**src/rtl/module_hamming_ctrl_if.sv**
```systemverilog
// Snapshot/result bundle between the sequencing controller and the
// combinational SECDED Hamming(8,4) datapath.
interface module_hamming_ctrl_if;
   logic [3:0] entrada_o;
   logic [7:0] palabra_rx_o;
   logic [3:0] datos_out_i;
   logic [2:0] sindrome_i;
   logic       error_simple_i;
   logic       error_doble_i;
   logic       no_error_i;

   modport master (
      output entrada_o, palabra_rx_o,
      input  datos_out_i, sindrome_i, error_simple_i, error_doble_i, no_error_i
   );

   modport slave (
      input  entrada_o, palabra_rx_o,
      output datos_out_i, sindrome_i, error_simple_i, error_doble_i, no_error_i
   );
endinterface

```
**src/rtl/module_hamming_ctrl.sv**
```systemverilog
// Hamming(8,4) sequencing controller: switch sync/debounce, snapshot launch,
// result capture, saturating error counters and 2-digit 7-seg scan.
//
// state  | meaning
// IDLE   | waiting for the synchronized switch vector to differ from last_vec
// SETTLE | vector changed; counting stable cycles, restart on any change
// LOAD   | drive the settled vector to the datapath
// EVAL   | datapath has settled; capture results and bump counters
module module_hamming_ctrl #(
    parameter logic [15:0] DEBOUNCE_CYCLES = 16'd50000,
    parameter logic [15:0] REFRESH_CYCLES  = 16'd25000
) (
    input  logic        clk,
    input  logic        rst_n,
    input  logic [3:0]  entrada_i,
    input  logic [7:0]  palabra_rx_i,
    input  logic        select_pos_i,
    module_hamming_ctrl_if.master dp,
    output logic        result_valid,
    output logic [3:0]  led_out,
    output logic        led_ded,
    output logic [3:0]  disp_nibble,
    output logic [1:0]  an,
    output logic [7:0]  single_cnt,
    output logic [7:0]  double_cnt
);

    typedef enum logic [1:0] {IDLE, SETTLE, LOAD, EVAL} state_t;

    state_t      state_q, state_d;
    logic [12:0] sync_q1, sync_q2;
    logic [11:0] sw_vec, last_vec;
    logic        select_s;
    logic [15:0] stab_cnt;
    logic [15:0] scan_cnt;
    logic        digit;
    logic [3:0]  pos_reg;
    logic        upd_last, clr_stab, inc_stab, do_load, do_eval;

    assign sw_vec   = sync_q2[11:0];
    assign select_s = sync_q2[12];

    always_ff @(posedge clk or negedge rst_n) begin
        if (!rst_n) begin
            sync_q1 <= '0;
            sync_q2 <= '0;
        end else begin
            sync_q1 <= {select_pos_i, entrada_i, palabra_rx_i};
            sync_q2 <= sync_q1;
        end
    end

    always_ff @(posedge clk or negedge rst_n) begin
        if (!rst_n) state_q <= IDLE;
        else        state_q <= state_d;
    end

    always_comb begin
        state_d  = state_q;
        upd_last = 1'b0;
        clr_stab = 1'b0;
        inc_stab = 1'b0;
        do_load  = 1'b0;
        do_eval  = 1'b0;
        case (state_q)
            IDLE: begin
                if (sw_vec != last_vec) begin
                    state_d  = SETTLE;
                    upd_last = 1'b1;
                    clr_stab = 1'b1;
                end
            end
            SETTLE: begin
                if (sw_vec != last_vec) begin
                    upd_last = 1'b1;
                    clr_stab = 1'b1;
                end else if (stab_cnt == DEBOUNCE_CYCLES - 16'd1) begin
                    state_d = LOAD;
                end else begin
                    inc_stab = 1'b1;
                end
            end
            LOAD: begin
                do_load = 1'b1;
                state_d = EVAL;
            end
            EVAL: begin
                do_eval = 1'b1;
                state_d = IDLE;
            end
            default: state_d = IDLE;
        endcase
    end

    always_ff @(posedge clk or negedge rst_n) begin
        if (!rst_n) begin
            last_vec        <= '0;
            stab_cnt        <= '0;
            dp.entrada_o    <= '0;
            dp.palabra_rx_o <= '0;
            led_out         <= '0;
            led_ded         <= 1'b0;
            pos_reg         <= '0;
            result_valid    <= 1'b0;
            single_cnt      <= '0;
            double_cnt      <= '0;
        end else begin
            if (upd_last) last_vec <= sw_vec;
            if (clr_stab)      stab_cnt <= '0;
            else if (inc_stab) stab_cnt <= stab_cnt + 16'd1;
            if (do_load) begin
                dp.entrada_o    <= last_vec[11:8];
                dp.palabra_rx_o <= last_vec[7:0];
            end
            if (do_eval) begin
                led_out      <= dp.datos_out_i;
                led_ded      <= dp.error_doble_i;
                pos_reg      <= dp.error_doble_i ? 4'hF :
                                (dp.no_error_i ? 4'h0 : {1'b0, dp.sindrome_i});
                result_valid <= 1'b1;
                if (dp.error_simple_i && single_cnt != 8'hFF) single_cnt <= single_cnt + 8'd1;
                if (dp.error_doble_i && double_cnt != 8'hFF)  double_cnt <= double_cnt + 8'd1;
            end
        end
    end

    always_ff @(posedge clk or negedge rst_n) begin
        if (!rst_n) begin
            scan_cnt <= '0;
            digit    <= 1'b0;
        end else if (scan_cnt == REFRESH_CYCLES - 16'd1) begin
            scan_cnt <= '0;
            digit    <= ~digit;
        end else begin
            scan_cnt <= scan_cnt + 16'd1;
        end
    end

    // Digit mux is combinational off the digit register so an and the nibble move together.
    always_comb begin
        an          = digit ? 2'b01 : 2'b10;
        disp_nibble = '0;
        case ({select_s, digit})
            2'b00:   disp_nibble = led_out;
            2'b01:   disp_nibble = pos_reg;
            2'b10:   disp_nibble = single_cnt[3:0];
            2'b11:   disp_nibble = double_cnt[3:0];
            default: disp_nibble = '0;
        endcase
    end

endmodule

```
**src/flat_wrapper.sv**
```systemverilog
// flat-port wrapper written by rule: the top's interface ports become plain ports
module module_hamming_ctrl_flat 
#(
    parameter logic [15:0] DEBOUNCE_CYCLES = 16'd50000,
    parameter logic [15:0] REFRESH_CYCLES  = 16'd25000
)
  (clk, rst_n, entrada_i, palabra_rx_i, select_pos_i, result_valid, led_out, led_ded, disp_nibble, an, single_cnt, double_cnt, dp_entrada_o, dp_palabra_rx_o, dp_datos_out_i, dp_sindrome_i, dp_error_simple_i, dp_error_doble_i, dp_no_error_i);
  module_hamming_ctrl_if dp_i ();
  input  logic clk;
  input  logic rst_n;
  input  logic [3:0] entrada_i;
  input  logic [7:0] palabra_rx_i;
  input  logic select_pos_i;
  output logic result_valid;
  output logic [3:0] led_out;
  output logic led_ded;
  output logic [3:0] disp_nibble;
  output logic [1:0] an;
  output logic [7:0] single_cnt;
  output logic [7:0] double_cnt;
  output wire logic [$bits(dp_i.entrada_o)-1:0] dp_entrada_o;
  output wire logic [$bits(dp_i.palabra_rx_o)-1:0] dp_palabra_rx_o;
  input wire logic [$bits(dp_i.datos_out_i)-1:0] dp_datos_out_i;
  input wire logic [$bits(dp_i.sindrome_i)-1:0] dp_sindrome_i;
  input wire logic [$bits(dp_i.error_simple_i)-1:0] dp_error_simple_i;
  input wire logic [$bits(dp_i.error_doble_i)-1:0] dp_error_doble_i;
  input wire logic [$bits(dp_i.no_error_i)-1:0] dp_no_error_i;
  assign dp_entrada_o = dp_i.entrada_o;
  assign dp_palabra_rx_o = dp_i.palabra_rx_o;
  assign dp_i.datos_out_i = dp_datos_out_i;
  assign dp_i.sindrome_i = dp_sindrome_i;
  assign dp_i.error_simple_i = dp_error_simple_i;
  assign dp_i.error_doble_i = dp_error_doble_i;
  assign dp_i.no_error_i = dp_no_error_i;
  module_hamming_ctrl #(.DEBOUNCE_CYCLES(DEBOUNCE_CYCLES), .REFRESH_CYCLES(REFRESH_CYCLES)) u_core (.clk(clk), .rst_n(rst_n), .entrada_i(entrada_i), .palabra_rx_i(palabra_rx_i), .select_pos_i(select_pos_i), .dp(dp_i), .result_valid(result_valid), .led_out(led_out), .led_ded(led_ded), .disp_nibble(disp_nibble), .an(an), .single_cnt(single_cnt), .double_cnt(double_cnt));
endmodule
```
**config.mk**
```make
export PLATFORM = sky130hd
export DESIGN_NAME = module_hamming_ctrl_flat
export DESIGN_NICKNAME = d
export VERILOG_FILES = /design/src/rtl/module_hamming_ctrl_if.sv /design/src/rtl/module_hamming_ctrl.sv /design/src/flat_wrapper.sv
export SDC_FILE = /design/constraint.sdc
export NUM_CORES = 1
export LEC_CHECK = 0
export BUFFER_PORTS_ARGS = -buffer_cell sky130_fd_sc_hd__buf_2
export CAP_MARGIN = 40
export CORE_MARGIN = 1.5
export CORE_UTILIZATION = 51
export DETAILED_ROUTE_END_ITERATION = 10
export PLACE_DENSITY = 0.85
export SLEW_MARGIN = 20
export SYNTH_ARGS = -nofsm -noshare
export SYNTH_HDL_FRONTEND = slang
export SYNTH_SLANG_ARGS = --single-unit
```
**constraint.sdc**
```tcl
create_clock -name clk -period 2.05 [get_ports clk]
set_input_delay 0.1025 -clock clk [delete_from_list [all_inputs] [get_ports clk]]
set_output_delay 0.1025 -clock clk [all_outputs]
set_load 0.01 [all_outputs]
```
==> impl_metrics.toml <==
[status]
outcome = "finished, violations left"
violated_checks = "setup timing"

[setup_path]
slowest_stage = "or4b_4"
critical-path-top-delay-family = "simple AND/OR/NAND/NOR gates"
critical_path_arrival_ns = 2.39
timing.critical_path.fanout_max = 2
cp_slowest_stage_delay_ns = 0.58
criticalPathCategory = "reg -> reg"
worst-endpoint-required_ns = 2.35
worstPathBufferInverterCount = 1
critical_path.startpoint_type = "flip-flop"
cp_cell_sequence = "or4b_4, nor4_4, nand4_2, buf_4, a211o_1, o21a_1"
worstSetupEndpointType = "flip-flop"
number_of_cells_on_the_worst_reg_to_reg_path = 6
worst-path-stages = 6

[floorplanning]
die_width_microns = 98.0
placement_rows = 34
core_region_area_sq_mm = 0.00872
initial_core_util_pct = 52.7
dieHeight_microns = 98.0
floorplan.die_area_sq_mm = 0.00959
ioPinCount = 65

[clocking]
tritoncts.num_buffers = 9
clock_tree_from_tritoncts = "built"
clock_sink_count = 110
insertion_delay_ns = 0.39
cts_root_buffer = "clkbuf_8"
clk_transition_reported_paths_ns = 0.12
clk_path_buf_depth = 2
h_tree_depth = 3

[sta]
fin_skew_ns = 0.0225
slew_viol_final = 0
clock.fmax_ghz = 0.477
final_hold_viol_count = 0
relSlewSlack_pct = 53.5
hold_ws_ns = 0.0270
period_minus_slack_ns = 2.09
setup_slack_ns = -0.0449
rsz0062_at_grt = "true"
transition_time_at_the_pin_with_the_least_slew_margin_ns = 0.697
post-route-period-util_pct = 102
final-setup-viol-count = 2

[layout]
biggestRegsByFlops = "u_core.scan_cnt: 16 flops, u_core.stab_cnt: 16 flops"
post_route_cells_drive_above_1_share_pct = 31.0
final_common_cell = "dfrtp_1"
finalCoreUtilization_pct = 63.9
nNetsFinal = 492
antenna-diode-count = 0
area_delta_synth_final_pct = 21.2
final_cell_mix = "dfrtp_1 (110), buf_2 (63), nor2_1 (31), xnor2_1 (30), mux2_2 (27)"
finish.cell_count_without_fillers = 572

[logic_synthesis]
synth_top_family_by_area = "simple AND/OR/NAND/NOR gates"
synth_xor_xnor_area_share_pct = 10.1
synth.largest_area_cell = "dfrtp_1"
synth_compound_gate_area_share_pct = 3.02
post_synth.cell_area_avg_sq_um = 13.0
synth_adder_area_share_pct = 2.18
synth-main-ff-cell = "dfrtp_1"
post_syn_instances = 353
synth-edff-count = 0
post_synth_main_area_contributors = "dfrtp_1 (60%), mux2_2 (6.6%), xnor2_1 (5.7%), xor2_1 (4.4%), nor2_1 (2.5%)"
yosysWarningCount = 0
yosysUniqueCellTypes = 44
synthSimpleGateAreaFrac_pct = 14.1
synth.net_count = 386
yosysTopAreaCellShare_pct = 59.9
synth.yosys.seq_area_share_pct = 59.9
synthArstFlopShare_pct = 100
summed_instance_area_of_the_synthesized_netlist_sq_mm = 0.00460
synthMuxAreaShare_pct = 9.55
ys_seq_elements = 110

[route]
number_of_detailed_routing_iterations_run_before_antenna_repair = 4
totalWireLength_mm = 9.06
detailroute.via_count = 3125
detail-route-antenna-nets = 0
detailedRoute.firstIterationViolations = 140
drcViolationCount = 0
viasPerCell = 5.46
wl_per_cell_microns = 15.8

[power_and_ir_drop]
power.share.switching_pct = 34.5
power_leakage_nw = 2.55
vdd_ir_drop_max_mv = 0.566
power_frac_comb_pct = 32.1
p_sw_mw = 2.18
finalPower_mw = 6.33
power.share.clock_pct = 20.3
power.share.sequential_pct = 47.6
power.internal_mw = 4.15
cellPowerDensity_mw_per_mm2 = 1140

[grt]
initial_antenna_violation_count = 0
grt_use_total_pct = 20.2
vias_in_the_first_global_route = 3260
grt_overflow = 0
maximum_number_of_pins_on_one_net_before_global_route_repair = 57
first_pass_grt_wire_length_mm = 15.5

[job]
cap_viol_max_count = 0

[placed_design]
port_buffers = 64
gp_congestion = 0.846
detailed_place_hpwl_mm = 6.26
dpl.cell_count = 537

[worst_hold_path]
min_path_type = "in -> reg"
worst_hold_path.num_cells = 3
==> worst register-to-register path: stages, from the launching register on <==
cell     delay, ns
dfrtp_1       0.39
or4b_4        0.58
nor4_4        0.33
nand4_2       0.17
buf_4         0.17
a211o_1       0.28
o21a_1        0.10
==> worst paths after layout <==
check,from,endpoint,slack [ns]
worst min-delay path,dp_sindrome_i[2],u_core.pos_reg[2]$_DFFE_PN0P_,0.03
worst min register to register,u_core.sync_q1[5]$_DFF_PN0_,u_core.sync_q2[5]$_DFF_PN0_,0.36
min in group asynchronous,rst_n,u_core.last_vec[4]$_DFFE_PN0N_,0.13
worst max register to register,u_core.stab_cnt[11]$_DFFE_PN0P_,u_core.state_q[0]$_DFFE_PN0P_,-0.04
worst max-delay path,u_core.stab_cnt[11]$_DFFE_PN0P_,u_core.state_q[0]$_DFFE_PN0P_,-0.04
max in group asynchronous,rst_n,u_core.stab_cnt[14]$_DFFE_PN0P_,1.18
==> timing repair <==
| action | CTS | global route |
|---|---|---|
| hold endpoints to repair | 94 | 0 |
| pin swaps | 1 | 4 |
| setup endpoints to repair | 1 | 2 |
| hold buffers | 18 | 0 |
| buffers inserted | 0 | 1 |
| resized for setup | 0 | 1 |
==> layout make-up <==
cell class | instances | area, sq um
fill | 639 | 3150
clock buffer | 9 | 124
clock inverter | 7 | 75.1
tap | 108 | 135
timing repair buffer | 102 | 666
sequential | 110 | 2750
multi-input combinational | 229 | 1790
inverter | 7 | 26.3
==> synthesized netlist by cell type (2+ instances only) <==
cell and instances:
mux2_1 4, or4_1 2, nor2_1 31, xnor2_1 30, and4_1 2, nor4b_1 4
inv_1 7, xor2_1 23, nand2_1 14, nand3_1 16, o21ai_0 2, nor4_2 3
mux4_2 4, clkbuf_1 5, and3_1 6, nor4_4 2, dfrtp_1 110, nand4_1 13
ha_1 8, nor4_1 2, or2_2 2, nor3_1 7, mux2_2 27, nor3b_1 2
a21oi_1 8
==> routing by layer <==
metal | vias up | part of all wire, % | GRT usage, %
met5 | - | 0 | 0
met4 | 0 | 2.0 | 7.69
met3 | 22 | 4.1 | 5.08
met2 | 79 | 51 | 33.7
met1 | 1572 | 43 | 25.4
li1 | 1452 | - | -
==> power by group through the flow <==
stage / clock network, mW / logic (mW) / registers [mW]
after floorplan: 0 / 1.15 / 3.09
after CTS: 1.30 / 2.02 / 3.02
after global routing: 1.40 / 2.20 / 3.09
after detailed placement: 0 / 1.98 / 3.07
final: 1.28 / 2.03 / 3.02
after global placement: 0 / 1.90 / 3.03
==> kinds of logic (layout without fill, tap and decap cells) <==
| logic type | count (synthesis) | count (layout) |
|---|---|---|
| muxes | 35 | 35 |
| xor gates and xnor gates | 53 | 53 |
| DFF | 110 | 110 |
| AOI/OAI and AO/OA | 21 | 21 |
| and+or+nand+nor | 112 | 112 |
| buffers and inverters | 14 | 125 |
| adders and majority gates | 8 | 8 |
==> per-stage QoR <==
stage / cell area (sq um) / setup TNS, ns / setup slack [ns]
2_1_floorplan: 4600 / -0.211 / -0.152
3_3_place_gp: 5180 / 0 / 0.0504
3_5_place_dp: 5180 / 0 / 0.00159
4_1_cts: 5560 / 0 / 0.00634
5_1_grt: 5570 / -0.253 / -0.121
6_report: 5570 / -0.0816 / -0.0449
(Power assumes the default switching activity.)
